<file path="config.mk">
export PLATFORM = sky130hd
export DESIGN_NAME = game_controller
export DESIGN_NICKNAME = d
export VERILOG_FILES = /design/src/rtl/game_pkg.sv /design/src/rtl/phase_timer.sv /design/src/rtl/game_controller.sv
export SDC_FILE = /design/constraint.sdc
export NUM_CORES = 1
export LEC_CHECK = 0
export CAP_MARGIN = 20
export CORE_MARGIN = 5
export CORE_UTILIZATION = 45
export DETAILED_ROUTE_END_ITERATION = 8
export PLACE_DENSITY = 0.79
export SLEW_MARGIN = 40
export SYNTH_ARGS = -nofsm -noshare
export SYNTH_HDL_FRONTEND = slang
export SYNTH_HIERARCHICAL = 1
export SYNTH_SLANG_ARGS = --single-unit
</file>
<file path="constraint.sdc">
create_clock -name clk -period 5.3 [get_ports clk]
set_input_delay 1.06 -clock clk [delete_from_list [all_inputs] [get_ports clk]]
set_output_delay 1.06 -clock clk [all_outputs]
set_load 0.005 [all_outputs]
</file>
<file path="src/rtl/game_pkg.sv">
// Shared definitions for the memory game: FSM state encoding and default
// widths used by the controller, the address counters and the pattern ROM.
package game_pkg;

  localparam int GAME_ROUND_W = 4;
  localparam int GAME_SYM_W   = 4;

  localparam logic [2:0] S_IDLE   = 3'd0;
  localparam logic [2:0] S_SETUP  = 3'd1;
  localparam logic [2:0] S_SHOW   = 3'd2;
  localparam logic [2:0] S_GAP    = 3'd3;
  localparam logic [2:0] S_PLAY   = 3'd4;
  localparam logic [2:0] S_ACCEPT = 3'd5;
  localparam logic [2:0] S_CHECK  = 3'd6;
  localparam logic [2:0] S_RESULT = 3'd7;

endpackage

</file>
<file path="src/rtl/phase_timer.sv">
// Up-counter shared by the timed game phases; done flags the compare value.
module phase_timer #(
  parameter int P_TIMER_W = 16
) (
  input  logic                 clk,
  input  logic                 R,
  input  logic                 clr,
  input  logic                 cnt,
  input  logic [P_TIMER_W-1:0] limit,
  output logic [P_TIMER_W-1:0] value,
  output logic                 done
);

  always_ff @(posedge clk) begin
    if (R || clr) begin
      value <= '0;
    end else if (cnt) begin
      value <= value + 1'b1;
    end
  end

  assign done = (value == limit);

endmodule

</file>
<file path="src/rtl/game_controller.sv">
// Memory-game sequencer: shows the ROM pattern for each round, then checks the
// player's entries, advancing rounds until a win, a wrong entry or a timeout.
module game_controller
  import game_pkg::*;
#(
  parameter int P_ROUND_W   = GAME_ROUND_W,
  parameter int P_SYM_W     = GAME_SYM_W,
  parameter int P_HOLD      = 4,
  parameter int P_GAP       = 2,
  parameter int P_TIMEOUT   = 64,
  parameter int P_MAX_ROUND = 15,
  parameter int P_TIMER_W   = 16
) (
  input  logic                 clk,
  input  logic                 R,
  input  logic                 start,
  input  logic                 enter,
  input  logic [P_SYM_W-1:0]   sw,
  input  logic [P_SYM_W-1:0]   rom_fpga,
  input  logic [P_SYM_W-1:0]   rom_user,
  input  logic                 tc_fpga,
  input  logic                 tc_user,
  output logic                 R_fpga,
  output logic                 E_fpga,
  output logic                 R_user,
  output logic                 E_user,
  output logic [P_ROUND_W-1:0] round,
  output logic [P_SYM_W-1:0]   show,
  output logic                 win,
  output logic                 lose,
  output logic [2:0]           state
);

  localparam logic [P_TIMER_W-1:0] HOLD_LAST    = P_TIMER_W'(P_HOLD - 1);
  localparam logic [P_TIMER_W-1:0] GAP_LAST     = P_TIMER_W'(P_GAP - 1);
  localparam logic [P_TIMER_W-1:0] TIMEOUT_LAST = P_TIMER_W'(P_TIMEOUT - 1);
  localparam logic [P_ROUND_W-1:0] LAST_ROUND   = P_ROUND_W'(P_MAX_ROUND);

  logic [2:0]           state_q, state_nx;
  logic [P_ROUND_W-1:0] round_q, round_nx;
  logic                 win_q, win_nx;
  logic                 lose_q, lose_nx;

  logic [P_TIMER_W-1:0] timer_val;
  logic [P_TIMER_W-1:0] timer_limit;
  logic                 timer_done;
  logic                 timer_clr;
  logic                 timer_cnt;

  // Timer restarts from zero on every state change, so each phase sees 0 on entry.
  assign timer_clr = (state_nx != state_q);

  always_comb begin
    timer_cnt   = 1'b0;
    timer_limit = '0;
    case (state_q)
      S_SHOW: begin timer_cnt = 1'b1; timer_limit = HOLD_LAST;    end
      S_GAP:  begin timer_cnt = 1'b1; timer_limit = GAP_LAST;     end
      S_PLAY: begin timer_cnt = 1'b1; timer_limit = TIMEOUT_LAST; end
      default: ;
    endcase
  end

  phase_timer #(.P_TIMER_W(P_TIMER_W)) u_timer (
    .clk   (clk),
    .R     (R),
    .clr   (timer_clr),
    .cnt   (timer_cnt),
    .limit (timer_limit),
    .value (timer_val),
    .done  (timer_done)
  );

  always_ff @(posedge clk) begin
    if (R) begin
      state_q <= S_IDLE;
      round_q <= '0;
      win_q   <= 1'b0;
      lose_q  <= 1'b0;
    end else begin
      state_q <= state_nx;
      round_q <= round_nx;
      win_q   <= win_nx;
      lose_q  <= lose_nx;
    end
  end

  always_comb begin
    state_nx = state_q;
    round_nx = round_q;
    win_nx   = win_q;
    lose_nx  = lose_q;
    case (state_q)
      S_IDLE, S_RESULT: begin
        if (start) begin
          state_nx = S_SETUP;
          round_nx = '0;
          win_nx   = 1'b0;
          lose_nx  = 1'b0;
        end
      end
      S_SETUP: state_nx = S_SHOW;
      S_SHOW: begin
        if (timer_done) state_nx = S_GAP;
      end
      S_GAP: begin
        if (timer_done) state_nx = tc_fpga ? S_PLAY : S_SHOW;
      end
      S_PLAY: begin
        // An enter arriving on the timeout cycle still counts.
        if (enter) begin
          if (sw == rom_user) begin
            state_nx = S_ACCEPT;
          end else begin
            state_nx = S_RESULT;
            lose_nx  = 1'b1;
          end
        end else if (timer_done) begin
          state_nx = S_RESULT;
          lose_nx  = 1'b1;
        end
      end
      S_ACCEPT: state_nx = S_CHECK;
      S_CHECK: begin
        if (!tc_user) begin
          state_nx = S_PLAY;
        end else if (round_q == LAST_ROUND) begin
          state_nx = S_RESULT;
          win_nx   = 1'b1;
        end else begin
          state_nx = S_SETUP;
          round_nx = round_q + 1'b1;
        end
      end
      default: state_nx = S_IDLE;
    endcase
  end

  always_comb begin
    R_fpga = 1'b1;
    R_user = 1'b1;
    E_fpga = 1'b0;
    E_user = 1'b0;
    show   = '0;
    case (state_q)
      S_SHOW: begin
        R_fpga = 1'b0;
        show   = rom_fpga;
        E_fpga = timer_done;
      end
      S_GAP:    R_fpga = 1'b0;
      S_PLAY:   R_user = 1'b0;
      S_ACCEPT: begin R_user = 1'b0; E_user = 1'b1; end
      S_CHECK:  R_user = 1'b0;
      default: ;
    endcase
  end

  assign round = round_q;
  assign win   = win_q;
  assign lose  = lose_q;
  assign state = state_q;

endmodule

</file>
-- Word-level counts from Yosys, hierarchy flattened
Index checks and enable logic that the tools add are counted.
- $add $sub $neg: 2
- mux-type cells: 29
- equality and inequality tests: 17
- reduce and logical (&&, ||, !) cells: 11
- operator list (kind ; number):
    $mux W3 ; 8
    $pmux W3 S7 ; 1
    $pmux W6 S3 ; 1
    $add A16 B1 Y16 const B ; 1
    $eq A16 B6 Y1 ; 1
    $mux W4 ; 4
    $eq A3 B3 Y1 const B ; 4
    $reduce_and A4 Y1 ; 3
    $mux W1 ; 11
    $ne A2 B2 Y1 const B ; 4
    $pmux W4 S2 ; 1
    $eq A3 B2 Y1 const B ; 2
    $ne A3 B3 Y1 const B ; 2
    $reduce_or A3 Y1 ; 2
    $add A4 B1 Y4 const B ; 1
    $eq A4 B4 Y1 ; 1
    $eq A4 B4 Y1 const B ; 1
    $pmux W1 S2 ; 2
    $reduce_bool A2 Y1 ; 2
    $reduce_or A2 Y1 ; 2
    $eq A3 B1 Y1 const B ; 1
    $logic_not A3 Y1 ; 1
    $ne A3 B3 Y1 ; 1
    $mux W2 ; 1
    $logic_or A1 B1 Y1 ; 1
- word-level logic and storage cells: 64
- output and inout bits: 17
- input bits: 18
- register bits: 25

-- Logic depth before layout (Yosys ltp)
Gate-level depths: netlist (run 1).
- word-level depth: 8
- gate-level depth with buffers: 15
- depth with buffers taken out: 13

-- Modules after synthesis
Netlist (run 1), hierarchy kept.
- by module, submodules not included (module ; cells an instance ; instances ; seq. area each (um^2) ; area an instance (um^2)):
    phase_timer ; 104 ; 1 ; 320.3 ; 905.9
    game_controller ; 94 ; 1 ; 180.2 ; 684.4

-- Worst setup path before layout (run 1)
No wires, ideal clock.
- kind: flip-flop to output port
- start point: reg state_q[2] (netlist: state[2])
- end point: out E_fpga
- stages on the path, launching flop included: 10
- arrival time: 2207 ps
- buffers on the path: 1
- data required time: 4240 ps
- setup slack: 2033 ps
- cell sequence: dfxtp_1 buf_6 inv_4 or3_4 inv_1 xnor2_1 nand4_1 nor4_1 inv_1 nor3_1
- longest elaborated chain between the ends: 4
- elaborated cells on any way between the ends: 6
- those cells by class: eq/ne (4); mux (2)
- RTL lines (item ; RTL line ; RTL):
    start, declared ; game_controller.sv:39 ; logic [2:0] state_q, state_nx;
    start signal, assigned ; game_controller.sv:81 ; state_q <= state_nx;
    $eq A3 B3 Y1 or $eq A3 B2 Y1 (tied branches) ; game_controller.sv:56 ; case (state_q)
    $pmux W6 S3 (*) ; game_controller.sv:56 ;
    $eq A16 B6 Y1 (*) ; phase_timer.sv:22 ; assign done = (value == limit);
    net timer_done ; game_controller.sv:46 ; logic timer_done;
    $mux W1 (*) ; game_controller.sv:145 ; case (state_q)
    end, declared ; game_controller.sv:24 ; output logic E_fpga,
Mark *: on every way through the listed nets, which the timed path passes. The rest lies on a longest branch.

-- Worst setup path in the final report (run 1)
Ends and elaborated chain as after synthesis.

==> flow_metrics.tcl, run 1 <==
set metrics [dict create \
    outcome "finished, final reports clean" \
    cts_made_buffers 3 \
    post_cts_buffers 0 \
    worstSetupPathType "reg -> out" \
    finClkSkew_ps 1.473 \
    portBuffers 34 \
    synth_area_sq_mm 0.001590 \
    drcViolationCount 0 \
    hpwlAfterDp_mm 2.632 \
    async_reset_ff_share_pct 0 \
    slew_headroom_pct 49.63 \
    rows 21 \
    cts_tree "done" \
    synth_edf_count 0 \
    clock_latency_ps 310 \
    initial_core_util_pct 46.92 \
    pwr-share-seq_pct 56.8 \
    fin_nets 255 \
    finalHoldViolCount 0 \
    drive_gt1_share_pct 5.983 \
    setup_violations 0 \
    area_growth_pct 25.41 \
    grt_overflow_total 0 \
    core_sq_mm 0.003390 \
    setup_tns_ps 0 \
    final_antenna_net_count 0 \
    min_period_ps 4506 \
    path_cells "inv_4 > or3_4 > inv_1 > xnor2_1 > nand4_1 > nor4_1 > inv_1 > nor3_1 > clkdlybuf4s50_1" \
    seq_area_sq_um 500.5 \
    die_area_sq_mm 0.004823 \
    cts_buffer_depth 2 \
    cp_slowest_cell "nor4_1" \
    drt_pass1_iterations 4 \
    die_h_um 69.45 \
    syn_area_per_cell_sq_um 8.032 \
    cts_sinks 25 \
    cp.arrival_ps 3450 \
    worstMarginPinSlew_ps 748.7 \
    grt_pass1_wl_mm 6.113 \
    grt.total_usage_pct 14.83 \
    cp_common_cell "inv_1" \
    switching_share_pct 26.59 \
    path_buf_inv 4 \
    ys_warn_count 6 \
    vias_per_cell 5.214 \
    synth_cell_type_count 43 \
    drtIter0Drc 98 \
    n_antenna_cell 0 \
    internal_power_mw 0.2576 \
    grt_pass1_vias 1411 \
    p_sw_mw 0.09328 \
    start_kind "register" \
    period_share_pct 85.01 \
    slew_violations 0 \
    die_width_um 69.45 \
    layout_common_cells "clkdlybuf4s50_1 (34), xnor2_1 (27), dfxtp_1 (25), nor2_1 (22), nand2_1 (14)" \
    max_clock_freq_mhz 221.9 \
    cp_top_family "simple AND/OR/NAND/NOR gates" \
    max_cap_violations 0 \
    cts_resized 0 \
    worstPathRequired_ps 4240 \
    p_total_mw 0.3509 \
    vias 1460 \
    pwr-share-clk_pct 23.8 \
    postCtsHoldBufs 0 \
    grt_max_degree 20 \
    clk_pin_slew_ps 130 \
    ios 35 \
    path_max_fanout 14 \
    synth_ff_type "dfxtp_1" \
    ir_worst_vdd_mv 0.1181 \
    synth-seq-cells 25 \
    worst_hold_path_type "reg -> reg" \
    htree_num_levels 1 \
    ys_seq_area_share_pct 31.47 \
    leakagePower_nw 0.6543 \
    combPwrFrac_pct 19.4 \
    slowest_delay_ps 670 \
    gp_congestion 0.9026 \
    syn_inst 198 \
    cp-end-kind "primary output" \
    antenna_found_initial 0 \
    wl_per_cell_um 12.25 \
    reg2reg_slack_ps 1690 \
    powerDensity_mw_per_mm2 175.9 \
    n_fill_cell 310 \
    multiInputGateArea_sq_mm 0.001037 \
    drt-total-wl_mm 3.430 \
    layout_commonest_cell "clkdlybuf4s50_1" \
    rsz0062_at_grt "false" \
    root_buffer "clkbuf_4" \
]
state kept, by name (all words and copies together) (netlist names):
register	cells
win	1
state	3
round	4
u_timer/value	16
lose	1
metrics by stage:
| stage | cells | hold WS [ps] | instance area (sq um) | utilization, % | worst slack, ps |
|---|---|---|---|---|---|
| 3_5_place_dp | 276 | 450.8 | 1968 | 58.07 | 1241 |
| 5_1_grt | 280 | 487.0 | 1994 | 58.84 | 451.6 |
| 2_1_floorplan | 207 | 440.7 | 1624 | - | 2033 |
| 4_1_cts | 280 | 470.1 | 1994 | 58.84 | 842.8 |
| 6_report | 280 | 465.2 | 1994 | 58.84 | 794.3 |
| 3_3_place_gp | 276 | 435.4 | 1968 | 58.07 | 1259 |
power groups by stage:
stage               sequential [mW]  combinational (mW)  clock, mW
floorplan                     0.198              0.0434          0
finish                        0.199              0.0679     0.0836
global placement              0.203              0.0679          0
detailed placement            0.203              0.0681          0
CTS                           0.199              0.0687     0.0881
global route                  0.200              0.0753     0.0934
metal layers:
metal	global-route usage [%]	part of all wire, %	vias to the layer above
met5	0	0	-
met3	2.899	6.2	2
met4	4.555	0.70	0
met1	19.47	46	666
li1	-	-	747
met2	24.36	47	45
synth_stat cells (all sizes together) (2+ instances only):
| cell | count | area (sq um) |
|---|---|---|
| xnor2 | 27 | 236.5 |
| nor3 | 11 | 55.05 |
| nand4 | 10 | 92.59 |
| nor2 | 22 | 82.58 |
| or2 | 2 | 12.51 |
| buf | 5 | 30.02 |
| nor4 | 5 | 31.28 |
| or3 | 5 | 38.78 |
| nand3 | 4 | 20.02 |
| a21oi | 7 | 35.03 |
| nand2 | 14 | 52.55 |
| inv | 8 | 32.54 |
| nand2b | 2 | 20.02 |
| ha | 2 | 25.02 |
| a211oi | 2 | 15.01 |
| xor2 | 7 | 61.31 |
| o21ai | 12 | 60.06 |
| and3 | 4 | 26.28 |
| mux2i | 2 | 20.02 |
| and2 | 4 | 25.02 |
| clkbuf | 6 | 23.77 |
| dfxtp | 25 | 500.5 |
final cells by class:
cell class                 instances  area share, %
multi-input combinational        163          52.01
sequential                        25          25.09
timing repair buffer              34          17.06
tap                               46          2.886
inverter                           8          1.631
clock buffer                       4          1.317
worst min-delay path: stages, from the launching register on:
cell,delay (ps)
dfxtp_1,340
inv_1,50
a21oi_1,50
worst paths after layout:
path                                from                 to  cells after the start
worst max-delay path            state[2]             E_fpga                      9
worst min-delay path                lose               lose                      2
worst max register to register  state[2]  u_timer/value[14]                     13
worst min register to register      lose               lose                      2
cell families (layout without fill, tap and decap cells):
logic type / Yosys count / after routing / share of synthesized area, %
AOI/OAI and AO/OA: 29 / 29 / 11.09
muxes: 2 / 2 / 1.259
xor gates and xnor gates: 34 / 34 / 18.73
other: 1 / 10 / 0.2358
adders and majority gates: 2 / 2 / 1.573
and+or+nand+nor: 86 / 86 / 30.21
buffers and inverters: 19 / 46 / 5.429
DFF: 25 / 25 / 31.47
(Power assumes the default switching activity.)
==> run 2, diff against run 1 <==
Settings changed: CORE_MARGIN 5 to unset.
==> run 2 against run 1 <==
Sequential share of layout area about the same. Clock-buffer cell count decreased by 1. Highest routed layer unchanged. Sequential power about the same. Power increased by 1.5%. Maximum frequency decreased by 2.1%. Global-route usage increased by 5.3 points. Largest power group unchanged. Via count decreased by 2.7%. Setup slack got worse by 96 ps. Critical endpoint unchanged. Critical path depth unchanged. Sequential cell count unchanged. Design area increased by 0.19%.
==> flow_metrics.tcl, run 2 (synthesis gave the netlist of run 1 again) <==
set metrics [dict create \
    outcome "finished, final reports clean" \
    setup_tns_ps 0 \
    place_inst 276 \
    global_route.usage.met3_pct 2.731 \
    drt-total-wl_mm 3.318 \
    portBuffers 34 \
    drt_pass1_iterations 4 \
    pwr-share-seq_pct 56.0 \
    clock_latency_ps 320 \
    setup_slack_ps 698.1 \
    grt_overflow_total 0 \
    period_share_pct 86.83 \
    area_growth_pct 25.65 \
    worstMarginPinSlew_ps 813.3 \
    cts_made_buffers 3 \
    initial_core_util_pct 47.28 \
    cts_resized 0 \
    use_met1_pct 26.21 \
    layout_common_cells "clkdlybuf4s50_1 (34), xnor2_1 (27), dfxtp_1 (25), nor2_1 (22), nand2_1 (14)" \
    vias_per_cell 5.075 \
    wl_per_cell_um 11.85 \
    start_kind "register" \
    root_buffer "clkbuf_4" \
    slew_headroom_pct 45.28 \
    r2r_start "state[2]" \
    die_area_sq_mm 0.003775 \
    holdPathStages 2 \
    pwr-share-clk_pct 25.1 \
    path_max_fanout 14 \
    htree_num_levels 1 \
    cts_buffer_depth 2 \
    core_sq_mm 0.003363 \
    grt_pass1_wl_mm 5.823 \
    drtIter0Drc 61 \
    drcViolationCount 0 \
    max_cap_violations 0 \
    ir_worst_vdd_mv 0.1393 \
    cts_tree "done" \
    grt_max_degree 20 \
    slew_violations 0 \
    rr_worst_depth 13 \
    cts_sinks 25 \
    regMostFlops "u_timer/value" \
    reg2reg_slack_ps 1640 \
    cp-end-kind "primary output" \
    switching_share_pct 27.80 \
    final_antenna_net_count 0 \
    rows 21 \
    top_usage_layer "met2" \
    finClkSkew_ps 5.009 \
    min_from "lose" \
    hpwlAfterDp_mm 2.546 \
    n_antenna_cell 0 \
    finish.instance_area_sq_mm 0.001998 \
    ios 35 \
    hold_end "lose" \
    r2r-end "u_timer/value[14]" \
    postCtsHoldBufs 0 \
    powerDensity_mw_per_mm2 178.2 \
    grt_pass1_vias 1321 \
    die_width_um 61.45 \
    utilization_pct 59.41 \
    max_clock_freq_mhz 217.3 \
    use_met2_pct 35.71 \
    die_h_um 61.45 \
    internal_power_mw 0.2571 \
    place_ws_ps 1176 \
    grt.total_usage_pct 20.17 \
    post_cts_buffers 0 \
    clk_pin_slew_ps 150 \
    largest_reg_flops 16 \
    min_period_ps 4602 \
    setup_violations 0 \
    worst_hold_path_type "reg -> reg" \
    combPwrFrac_pct 18.9 \
    drive_gt1_share_pct 6.410 \
    vias 1421 \
    final_cells 280 \
    cp.arrival_ps 3540 \
    fin_nets 255 \
    layout_commonest_cell "clkdlybuf4s50_1" \
    gp_congestion 0.8753 \
    worstSetupPathType "reg -> out" \
    rsz0062_at_grt "false" \
    antenna_found_initial 0 \
    leakagePower_nw 0.6533 \
    dpl-instance-area_sq_mm 0.001968 \
    worstPathRequired_ps 4240 \
    p_sw_mw 0.09899 \
    finalHoldViolCount 0 \
]
[run 2: changes by cell type in the layout (fill, tap and decap cells not counted)]
cell / previous run / this run
clkbuf_1: 1 / 0
clkinvlp_4: 0 / 1
[run 2: worst max path at each step]
| stage | endpoint | slack [ps] | from | cells past startpoint |
|---|---|---|---|---|
| 6_report | E_fpga | 700 | state[2] | 9 |
| 4_1_cts | E_fpga | 760 | state[2] | 9 |
| 3_3_place_gp | E_fpga | 1320 | state[2] | 9 |
| 2_1_floorplan | E_fpga | 2030 | state[2] | 9 |
| 3_5_place_dp | E_fpga | 1180 | state[2] | 9 |
| 5_1_grt | E_fpga | 480 | state[2] | 9 |
[run 2: routing by layer]
metal / up-vias / wire length, um / part of all wire, %
met4: 0 / 15 / 0.45
met1: 660 / 1605 / 48
met5: - / 0 / 0
li1: 744 / - / -
met3: 2 / 65 / 2.0
met2: 15 / 1632 / 49
[run 2: cell type report]
cell class	count	area (sq um)
Inverter	8	32.53
Clock inverter	1	7.507
Tap cell	46	57.56
Timing Repair Buffer	34	340.3
Clock buffer	3	22.52
Sequential cell	25	500.5
Fill cell	329	1365
Multi-Input combinational cell	163	1037
[run 2: critical path: stages, from the launching register on]
cell             delay [ps]
dfxtp_1                 650
inv_4                    70
or3_4                   420
inv_1                   170
xnor2_1                 140
nand4_1                 120
nor4_1                  720
inv_1                   190
nor3_1                  200
clkdlybuf4s50_1         530
[run 2: power by group through the flow]
stage	Clock (mW)	Combinational (mW)	Sequential [mW]
finish	0.0895	0.0673	0.199
global route	0.101	0.0752	0.200
CTS	0.0931	0.0675	0.199
detailed placement	0	0.0669	0.203
global placement	0	0.0670	0.203
floorplan	0	0.0434	0.198
[run 2: per-stage QoR]
stage / power, mW / hold WS, ps
final: 0.3561 / 468.2
after global routing: 0.3769 / 496.1
after CTS: 0.3599 / 470.8
after detailed placement: 0.2701 / 447.6
after global placement: 0.2701 / 434.0
after floorplan: 0.2414 / 440.7
==> run 3, diff against run 2 <==
Settings changed: SKIP_CTS_REPAIR_TIMING set to 1.
==> results of run 3 <==
Final layout, timing and power as in run 2 (identical DEF).
